$ cat src/rtl/dmem_arbiter_if.sv
// Bundle of the two requester channels and the shared data-memory port.
// slave: arbiter side; master: requesters plus memory (bench side).
interface dmem_arbiter_if #(
   parameter int DMEM_ADDR_W = 12,
   parameter int DMEM_DATA_W = 32
) ();
   logic                   r0_req;
   logic                   r0_lock;
   logic                   r0_we;
   logic [DMEM_ADDR_W-1:0] r0_addr;
   logic [DMEM_DATA_W-1:0] r0_wdata;
   logic                   r0_gnt;
   logic                   r0_rvalid;
   logic [DMEM_DATA_W-1:0] r0_rdata;
   logic                   r1_req;
   logic                   r1_lock;
   logic                   r1_we;
   logic [DMEM_ADDR_W-1:0] r1_addr;
   logic [DMEM_DATA_W-1:0] r1_wdata;
   logic                   r1_gnt;
   logic                   r1_rvalid;
   logic [DMEM_DATA_W-1:0] r1_rdata;
   logic                   dmem_wen;
   logic [DMEM_ADDR_W-1:0] dmem_waddr;
   logic [DMEM_DATA_W-1:0] dmem_wdata;
   logic                   dmem_ren;
   logic [DMEM_ADDR_W-1:0] dmem_raddr;
   logic [DMEM_DATA_W-1:0] dmem_rdata;

   modport slave (
      input  r0_req, r0_lock, r0_we, r0_addr, r0_wdata,
      input  r1_req, r1_lock, r1_we, r1_addr, r1_wdata,
      input  dmem_rdata,
      output r0_gnt, r0_rvalid, r0_rdata,
      output r1_gnt, r1_rvalid, r1_rdata,
      output dmem_wen, dmem_waddr, dmem_wdata,
      output dmem_ren, dmem_raddr
   );

   modport master (
      output r0_req, r0_lock, r0_we, r0_addr, r0_wdata,
      output r1_req, r1_lock, r1_we, r1_addr, r1_wdata,
      output dmem_rdata,
      input  r0_gnt, r0_rvalid, r0_rdata,
      input  r1_gnt, r1_rvalid, r1_rdata,
      input  dmem_wen, dmem_waddr, dmem_wdata,
      input  dmem_ren, dmem_raddr
   );
endinterface

$ cat src/rtl/dmem_arbiter.sv
// Round-robin arbiter for the shared data-memory port, with burst lock.
// Ports: clk, rst (async active-low), bus (dmem_arbiter_if.slave);
// DMEM_ARB_STATS_EN adds stat_gnt0/stat_gnt1/stat_conflict counters.
module dmem_arbiter #(
   parameter int DMEM_ADDR_W = 12,
   parameter int DMEM_DATA_W = 32,
   parameter int MAX_BURST   = 4
) (
   input  logic         clk,
   input  logic         rst,
   dmem_arbiter_if.slave bus
`ifdef DMEM_ARB_STATS_EN
   ,
   output logic [31:0]  stat_gnt0,
   output logic [31:0]  stat_gnt1,
   output logic [31:0]  stat_conflict
`endif
);

   typedef enum logic [1:0] {IDLE, OWN0, OWN1} state_e;

   localparam logic [7:0] MAX_B = 8'(MAX_BURST);
   localparam bit LOCK_EN = (MAX_BURST > 1);

   state_e     state_q, state_d;
   logic       last_q, last_d;
   logic [7:0] cnt_q, cnt_d;
   logic       pend_q, pend_d;
   logic       id_q, id_d;

   logic       g0, g1, own0, own1;
   logic [7:0] cnt_inc;
   logic       we_s;
   logic [DMEM_ADDR_W-1:0] addr_s;
   logic [DMEM_DATA_W-1:0] wdata_s;

   always_comb begin
      g0      = 1'b0;
      g1      = 1'b0;
      state_d = IDLE;
      cnt_d   = 8'd0;
      cnt_inc = cnt_q + 8'd1;
      own0    = (state_q == OWN0) && bus.r0_req;
      own1    = (state_q == OWN1) && bus.r1_req;
      if (own0) begin
         g0 = 1'b1;
         if (bus.r0_lock && cnt_inc != MAX_B) begin
            state_d = OWN0;
            cnt_d   = cnt_inc;
         end
      end else if (own1) begin
         g1 = 1'b1;
         if (bus.r1_lock && cnt_inc != MAX_B) begin
            state_d = OWN1;
            cnt_d   = cnt_inc;
         end
      end else begin
         // last_q=1 means r1 won last, so r0 takes the conflict
         if (bus.r0_req && bus.r1_req) begin
            g0 = last_q;
            g1 = ~last_q;
         end else begin
            g0 = bus.r0_req;
            g1 = bus.r1_req;
         end
         if (LOCK_EN && g0 && bus.r0_lock) begin
            state_d = OWN0;
            cnt_d   = 8'd1;
         end else if (LOCK_EN && g1 && bus.r1_lock) begin
            state_d = OWN1;
            cnt_d   = 8'd1;
         end
      end
      if (!rst) begin
         g0 = 1'b0;
         g1 = 1'b0;
      end
      last_d = last_q;
      if (g0) last_d = 1'b0;
      else if (g1) last_d = 1'b1;
   end

   always_comb begin
      we_s    = g1 ? bus.r1_we    : bus.r0_we;
      addr_s  = g1 ? bus.r1_addr  : bus.r0_addr;
      wdata_s = g1 ? bus.r1_wdata : bus.r0_wdata;
      pend_d  = (g0 | g1) & ~we_s;
      id_d    = g1;
   end

   assign bus.r0_gnt     = g0;
   assign bus.r1_gnt     = g1;
   assign bus.dmem_wen   = (g0 | g1) & we_s;
   assign bus.dmem_ren   = pend_d;
   assign bus.dmem_waddr = bus.dmem_wen ? addr_s  : '0;
   assign bus.dmem_wdata = bus.dmem_wen ? wdata_s : '0;
   assign bus.dmem_raddr = bus.dmem_ren ? addr_s  : '0;

   assign bus.r0_rvalid = rst & pend_q & ~id_q;
   assign bus.r1_rvalid = rst & pend_q & id_q;
   assign bus.r0_rdata  = bus.r0_rvalid ? bus.dmem_rdata : '0;
   assign bus.r1_rdata  = bus.r1_rvalid ? bus.dmem_rdata : '0;

   always_ff @(posedge clk or negedge rst) begin
      if (!rst) begin
         state_q <= IDLE;
         last_q  <= 1'b1;
         cnt_q   <= 8'd0;
         pend_q  <= 1'b0;
         id_q    <= 1'b0;
      end else begin
         state_q <= state_d;
         last_q  <= last_d;
         cnt_q   <= cnt_d;
         pend_q  <= pend_d;
         id_q    <= id_d;
      end
   end

`ifdef DMEM_ARB_STATS_EN
   logic [31:0] sg0_q, sg1_q, sc_q;

   always_ff @(posedge clk or negedge rst) begin
      if (!rst) begin
         sg0_q <= '0;
         sg1_q <= '0;
         sc_q  <= '0;
      end else begin
         if (g0 && sg0_q != '1) sg0_q <= sg0_q + 32'd1;
         if (g1 && sg1_q != '1) sg1_q <= sg1_q + 32'd1;
         if (bus.r0_req && bus.r1_req && sc_q != '1)
            sc_q <= sc_q + 32'd1;
      end
   end

   assign stat_gnt0     = sg0_q;
   assign stat_gnt1     = sg1_q;
   assign stat_conflict = sc_q;
`endif

endmodule

$ cat src/flat_wrapper.sv
// flat-port wrapper written by rule: the top's interface ports become plain ports
module dmem_arbiter_flat 
#(
   parameter int DMEM_ADDR_W = 12,
   parameter int DMEM_DATA_W = 32,
   parameter int MAX_BURST   = 4
)
  (clk, rst, bus_r0_req, bus_r0_lock, bus_r0_we, bus_r0_addr, bus_r0_wdata, bus_r1_req, bus_r1_lock, bus_r1_we, bus_r1_addr, bus_r1_wdata, bus_dmem_rdata, bus_r0_gnt, bus_r0_rvalid, bus_r0_rdata, bus_r1_gnt, bus_r1_rvalid, bus_r1_rdata, bus_dmem_wen, bus_dmem_waddr, bus_dmem_wdata, bus_dmem_ren, bus_dmem_raddr);
  dmem_arbiter_if #(.DMEM_ADDR_W(DMEM_ADDR_W), .DMEM_DATA_W(DMEM_DATA_W)) bus_i ();
  input  logic clk;
  input  logic rst;
  input wire logic [$bits(bus_i.r0_req)-1:0] bus_r0_req;
  input wire logic [$bits(bus_i.r0_lock)-1:0] bus_r0_lock;
  input wire logic [$bits(bus_i.r0_we)-1:0] bus_r0_we;
  input wire logic [$bits(bus_i.r0_addr)-1:0] bus_r0_addr;
  input wire logic [$bits(bus_i.r0_wdata)-1:0] bus_r0_wdata;
  input wire logic [$bits(bus_i.r1_req)-1:0] bus_r1_req;
  input wire logic [$bits(bus_i.r1_lock)-1:0] bus_r1_lock;
  input wire logic [$bits(bus_i.r1_we)-1:0] bus_r1_we;
  input wire logic [$bits(bus_i.r1_addr)-1:0] bus_r1_addr;
  input wire logic [$bits(bus_i.r1_wdata)-1:0] bus_r1_wdata;
  input wire logic [$bits(bus_i.dmem_rdata)-1:0] bus_dmem_rdata;
  output wire logic [$bits(bus_i.r0_gnt)-1:0] bus_r0_gnt;
  output wire logic [$bits(bus_i.r0_rvalid)-1:0] bus_r0_rvalid;
  output wire logic [$bits(bus_i.r0_rdata)-1:0] bus_r0_rdata;
  output wire logic [$bits(bus_i.r1_gnt)-1:0] bus_r1_gnt;
  output wire logic [$bits(bus_i.r1_rvalid)-1:0] bus_r1_rvalid;
  output wire logic [$bits(bus_i.r1_rdata)-1:0] bus_r1_rdata;
  output wire logic [$bits(bus_i.dmem_wen)-1:0] bus_dmem_wen;
  output wire logic [$bits(bus_i.dmem_waddr)-1:0] bus_dmem_waddr;
  output wire logic [$bits(bus_i.dmem_wdata)-1:0] bus_dmem_wdata;
  output wire logic [$bits(bus_i.dmem_ren)-1:0] bus_dmem_ren;
  output wire logic [$bits(bus_i.dmem_raddr)-1:0] bus_dmem_raddr;
  assign bus_i.r0_req = bus_r0_req;
  assign bus_i.r0_lock = bus_r0_lock;
  assign bus_i.r0_we = bus_r0_we;
  assign bus_i.r0_addr = bus_r0_addr;
  assign bus_i.r0_wdata = bus_r0_wdata;
  assign bus_i.r1_req = bus_r1_req;
  assign bus_i.r1_lock = bus_r1_lock;
  assign bus_i.r1_we = bus_r1_we;
  assign bus_i.r1_addr = bus_r1_addr;
  assign bus_i.r1_wdata = bus_r1_wdata;
  assign bus_i.dmem_rdata = bus_dmem_rdata;
  assign bus_r0_gnt = bus_i.r0_gnt;
  assign bus_r0_rvalid = bus_i.r0_rvalid;
  assign bus_r0_rdata = bus_i.r0_rdata;
  assign bus_r1_gnt = bus_i.r1_gnt;
  assign bus_r1_rvalid = bus_i.r1_rvalid;
  assign bus_r1_rdata = bus_i.r1_rdata;
  assign bus_dmem_wen = bus_i.dmem_wen;
  assign bus_dmem_waddr = bus_i.dmem_waddr;
  assign bus_dmem_wdata = bus_i.dmem_wdata;
  assign bus_dmem_ren = bus_i.dmem_ren;
  assign bus_dmem_raddr = bus_i.dmem_raddr;
  dmem_arbiter #(.DMEM_ADDR_W(DMEM_ADDR_W), .DMEM_DATA_W(DMEM_DATA_W), .MAX_BURST(MAX_BURST)) u_core (.clk(clk), .rst(rst), .bus(bus_i));
endmodule
$ cat config.mk
export PLATFORM = sky130hd
export DESIGN_NAME = dmem_arbiter_flat
export DESIGN_NICKNAME = d
export VERILOG_FILES = /design/src/rtl/dmem_arbiter_if.sv /design/src/rtl/dmem_arbiter.sv /design/src/flat_wrapper.sv
export SDC_FILE = /design/constraint.sdc
export NUM_CORES = 1
export LEC_CHECK = 0
export CAP_MARGIN = 0
export CORE_AREA = 2 2 100 102
export CTS_CLUSTER_DIAMETER = 150
export DETAILED_ROUTE_END_ITERATION = 6
export DIE_AREA = 0 0 102 104
export DONT_BUFFER_PORTS = 1
export PLACE_DENSITY = 0.37
export SYNTH_ARGS = -nofsm -noshare
export SYNTH_HDL_FRONTEND = slang
export SYNTH_SLANG_ARGS = --single-unit
$ cat constraint.sdc
create_clock -name clk -period 3 [get_ports clk]
set_input_delay 0.45 -clock clk [delete_from_list [all_inputs] [get_ports clk]]
set_output_delay 0.45 -clock clk [all_outputs]
set_load 0.005 [all_outputs]
# After elaboration in Yosys (flattened, before gate mapping)
# Cells that the tools add are included.
# classes
reduce_logical	8
bitwise_logic	9
add_sub_neg	1
shift	0
n_mul	0
n_mux	34
magnitude_cmp	0
n_div	0
n_eq_ne	3
# ops
op	n
$mux W32	4
$mux W8	5
$mux W12	3
$mux W1	17
$mux W2	5
$add A8 B1 Y8 const B	1
$ne A8 B3 Y1 const B	1
$logic_and A1 B1 Y1	7
$and A1 B1 Y1	5
$not A1 Y1	3
$eq A2 B1 Y1 const B	1
$eq A2 B2 Y1 const B	1
$reduce_bool A2 Y1	1
$or A1 B1 Y1	1
# word_totals
n_memories	0
inputBits	128
romBits	0
register_bits	13
latch_bits	0
elab_cells	60
mem_bits_rw	0
output_inout_bits	126

# Longest topological paths before layout
# logic_depth
ltp_word	11
mapped_depth	8
ltp_nobuf	6

# Worst setup path after synthesis
# Ideal clock, no wire load.
# synth_path
path_kind	reg2out
startpoint	reg u_core.state_q[0]
endpoint	out bus_dmem_wdata[10]
path_stages_with_launch	7
t_required_ns	2.550
path_buffers	2
setup_slack_ns	1.029
arrival_time_ns	1.521
cell_sequence	dfrtp_1 and2_4 o311a_4 and2_4 buf_6 buf_6 a32o_1
# synth_via
elab_chain_cells	8
# synth_lines
item	line_no	source
start: declaration	dmem_arbiter.sv:25	state_e state_q, state_d;
start signal: assignment	dmem_arbiter.sv:112	state_q <= state_d;
$eq A2 B2 Y1	dmem_arbiter.sv:44	own1 = (state_q == OWN1) && bus.r1_req;
$logic_and A1 B1 Y1	dmem_arbiter.sv:44	
$mux W1	dmem_arbiter.sv:51	end else if (own1) begin
$mux W1 (*)	dmem_arbiter.sv:45	if (own0) begin
$mux W1 (*)	dmem_arbiter.sv:74	if (!rst) begin
named net bus_r0_gnt	flat_wrapper.sv:23	output wire logic [$bits(bus_i.r0_gnt)-1:0] bus_r0_gnt;
$or A1 B1 Y1 (*)	dmem_arbiter.sv:93	assign bus.dmem_wen = (g0 | g1) & we_s;
$and A1 B1 Y1 (*)	dmem_arbiter.sv:93	
$mux W32 (*)	dmem_arbiter.sv:96	assign bus.dmem_wdata = bus.dmem_wen ? wdata_s : '0;
end: declaration	flat_wrapper.sv:31	output wire logic [$bits(bus_i.dmem_wdata)-1:0] bus_dmem_wdata;
# Mark *: on every way through the listed nets, which the timed path passes. The rest lies on a longest branch.

# Worst setup path in the final report
# layout_path
startpoint	reg u_core.state_q[0]
endpoint	out bus_dmem_wdata[27]
# layout_via
elab_chain_cells	8
# layout_lines
item	line_no	source
$eq A2 B2 Y1	dmem_arbiter.sv:44	
$logic_and A1 B1 Y1	dmem_arbiter.sv:44	
$mux W1	dmem_arbiter.sv:51	
$mux W1 (*)	dmem_arbiter.sv:45	
$mux W1 (*)	dmem_arbiter.sv:74	
named net bus_r1_gnt	flat_wrapper.sv:26	output wire logic [$bits(bus_i.r1_gnt)-1:0] bus_r1_gnt;
$or A1 B1 Y1 or $mux W1 (tied branches)	dmem_arbiter.sv:93, dmem_arbiter.sv:84	
$and A1 B1 Y1	dmem_arbiter.sv:93	
$mux W32 (*)	dmem_arbiter.sv:96	
# Marks and branches as above.

==> run summary <==
For the detailed router's first-iteration violation count, the log shows 103. The logs give 6.15 mm for the post-detailed-placement half-perimeter wirelength and 0.175 for the sequential element share of the synthesized area. The final layout contains 361 nets. In this run the horizontal extent of the chip is 102 um. Counting cells, the worst reg-to-reg path comes to 4. The max-cap violation count is 0.

In this run the tool buffered the top-level ports with 0 buffer cells. Compound-gate portion of the synthesized area: 0.348. The worst setup path is captured at an output port. Setup total negative slack on the finished layout was measured at 0 ns. For the part of the power in registers, the log shows 0.376. Number of antenna violations at the first check in global routing: 0.

Global routing finished with a remaining overflow of 0. The run gives 249 as the post-synthesis instance total. After clock tree synthesis, the clock-pin slew on the worst setup and hold paths is 0.06 ns. Main combinational cell family by area after synthesis: simple AND/OR/NAND/NOR gates. The arrival time of the worst setup path was 2.25 ns; the leakage power total was 0.687 nW. Entering global routing, the biggest net connects 47 pins. The count of antenna diodes in the layout is 0, and the top-level I/O count is 254.

The tools report the initial core utilization as 0.195. The number of endpoints with negative hold slack in the final report is 0. For this design the ratio of total power to cell area is 276 nW/um^2. Total wire length: 7.55 mm. For the final weighted congestion in routability-driven placement, the log shows 0.849.

In this run the clock root is driven by a clkbuf_8. Dividing the detail-routed wire length by the instance count gives 20.8 um. Area of the core: 9550 sq um. The library cell used most frequently in the layout, excluding fill and tap cells, is and2_1. Walking the worst path, the cells encountered are o21ba_1 -> o21ai_0 -> nand3_1 -> inv_2 -> buf_4 -> a32o_1.

The highest attainable clock frequency was 0.371 GHz. The worst-case IR drop observed on VDD is 0.105 mV. The average instance in the mapped netlist occupies 7.50 sq um. The final count of pins violating max slew came out at 0. Clock network power share: 0.304. The beginning of the worst register-to-register path is u_core.state_q[0].

Once placement finished, the instance area stood at 1900 sq um. At the pin with the least slew margin, the transition time is 0.944 ns. For the die outline area, the log shows 10600 sq um. The tightest min-delay check is of the in2async type. The number of buffer and inverter instances along the worst setup path was 2. The post-CTS resize count came out at 0.

The number of setup buffers added after CTS is 0. The run gives 2 as the maximum count of clock buffers along a single path. The remaining antenna violation count after routing came out at 0. TritonCTS built the clock tree. For this run, design rule violations remaining after detail routing come to 0. The routed via count was 2059. The number of synthesis warnings was 0; the die extent in y was 104 um.

The cell area after technology mapping is 1870 sq um. Setup violations remaining at the end of the flow were counted as 0. In this run, CTS created clock tree buffers numbering 3.

The tools report the required time at the endpoint of the critical path as 2.55 ns. The total number of placement rows is 36. The post-synthesis sequential element count came out at 13. In the layout the commonest cells are and2_1, a32o_1, o22ai_1, nand2_1, a21oi_1. In this run the register-to-register setup slack is 1.07 ns. After detailed routing, the number of vias per cell comes to 5.67. Cell internal power was estimated by the tool at 0.000350 W. The first-pass iteration count of the detailed router is 6.

Via count of the first global-routing pass: 1882. The final design instance area without fill is 1960 sq um, and the met1 track utilization from global routing is 0.159. The relative slew slack is 0.371. The clock latency at the later pin of the worst-skew pair was 0.25 ns. Counting every sink on the clock net gives 13.

Along the worst path, the maximum fanout reaches 31. Mux share of post-synthesis cell area: 0. Share of synthesized cell area in and, or, nand and nor gates: 0.355. The terminus of the critical flop-to-flop path is u_core.pend_q.

The logs give 0.126 for the overall track demand over capacity in global routing and 0.320 for the fraction of power consumed by combinational cells. The arithmetic-cell share of the synthesized area counting full adders, half adders and majority gates is 0.0134, and the number of distinct library cell variants in the gate-level netlist after synthesis is 36. The routed design could run at a clock period as short as 2.70 ns. Setup repair after global routing left no endpoint under its margin. Critical setup path kind: reg2out.

Broken down by cell family, the worst path's largest delay share belongs to buffers and inverters. The share of layout cells above drive strength 1 is 0.0478. The met2 layer usage reported by global route came out at 0.220. The area growth from synthesis to layout was 4.89%. STA classifies the critical path startpoint as a flop. The post-route clock skew is 0.00497 ns, and the switching part of the total is 0.353. Xor-xnor portion of the synthesized cell area: 0.0235. The final critical-path share of the clock period is 0.899, and the first-pass GRT wire length is 10.6 mm. For this run, the slowest stage of the critical path takes 0.42 ns.

The fraction of met3 tracks used by global routing is 0.0329, and the number of levels the H-tree was split into is 1. Most used routing layer in global routing: met2. On the critical path, the stage with the largest delay is an instance of dfrtp_1. The run finished with clean final reports. Net load switching power: 0.000190 W.

The run gives 379 as the post-synthesis net count.
-- metal layers --
metal  vias up  wire length (um)  share of wire
met5         -                 0              0
met2       192              3690           0.49
met3         2               766           0.10
met1       982              3080           0.41
met4         0                19         0.0025
li1        883                 -              -
-- metrics by stage --
stage	power [W]	cells	worst slack, ns	utilization	hold WS, ns
6_report	0.000540	363	0.304	0.205	0.0433
4_1_cts	0.000545	363	0.326	0.205	0.0344
2_1_floorplan	0.000360	249	1.03	-	0.154
3_3_place_gp	0.000373	358	0.613	0.199	0.155
3_5_place_dp	0.000374	358	0.589	0.199	0.155
5_1_grt	0.000582	363	0.134	0.205	0.0245
-- registers in the layout, indices dropped and copies added (netlist names) --
register        cells
u_core.last_q       1
u_core.pend_q       1
u_core.cnt_q        8
u_core.id_q         1
u_core.state_q      2
-- power groups by stage --
stage / clock, W / sequential [W] / combinational [W]
after floorplan: 0 / 0.000201 / 0.000159
after global placement: 0 / 0.000206 / 0.000167
after detailed placement: 0 / 0.000206 / 0.000168
after CTS: 0.000169 / 0.000203 / 0.000173
after global routing: 0.000185 / 0.000206 / 0.000192
final: 0.000164 / 0.000203 / 0.000173
-- area by class of cell --
cell class | instances | area, sq um
Clock buffer | 4 | 45.0
Fill cell | 1050 | 7590
Inverter | 4 | 15.0
Multi-Input combinational cell | 206 | 1380
Sequential cell | 13 | 327
Tap cell | 133 | 166
Timing Repair Buffer | 3 | 25.0
-- worst register-to-register path: stages (launching register included) --
cell and delay (ns):
dfrtp_1 0.42, and2_4 0.18, o311a_4 0.38, or2b_1 0.45, o21ai_0 0.30
-- repair_timing --
action / CTS / global route
endpoints found under the setup margin: 0 / 0
hold endpoints to repair: 12 / 0
hold buffers: 1 / 0
-- kinds of logic after synthesis --
logic type      after synthesis
xor+xnor                      5
compound gates               84
buf+inv                      30
fa+ha+maj                     2
flops                        13
simple gates                115
-- cells in the mapped netlist, drive strengths merged --
cell type / instances / area (sq um)
a211o: 1 / 8.76
a21bo: 1 / 10.0
a21oi: 13 / 65.1
a32o: 32 / 320
a32oi: 1 / 8.76
and2: 68 / 430
and3: 1 / 6.26
and4: 1 / 8.76
buf: 12 / 92.6
clkbuf: 14 / 52.6
dfrtp: 12 / 300
dfstp: 1 / 26.3
ha: 2 / 25.0
inv: 4 / 15.0
nand2: 20 / 75.1
nand3: 3 / 15.0
nand3b: 2 / 15.0
nand4: 2 / 12.5
nand4b: 2 / 17.5
nor2: 8 / 30.0
nor2b: 3 / 18.8
nor3: 2 / 10.0
nor3b: 1 / 7.51
o211ai: 1 / 7.51
o21ai: 8 / 40.0
o21ba: 1 / 10.0
o22ai: 24 / 150
o311a: 1 / 21.3
o31ai: 1 / 7.51
or2b: 2 / 15.0
xnor2: 1 / 8.76
xor2: 4 / 35.0
-- worst max path at each step --
stage	endpoint	depth (start not counted)	startpoint
after floorplan	bus_dmem_wdata[10]	6	u_core.state_q[0]
after global placement	bus_dmem_wdata[27]	6	u_core.state_q[0]
after detailed placement	bus_dmem_wdata[27]	6	u_core.state_q[0]
after CTS	bus_dmem_wdata[27]	6	u_core.state_q[0]
after global routing	bus_dmem_wdata[27]	6	u_core.state_q[0]
final	bus_dmem_wdata[27]	6	u_core.state_q[0]
No activity file was read; power rests on OpenSTA's default activity.
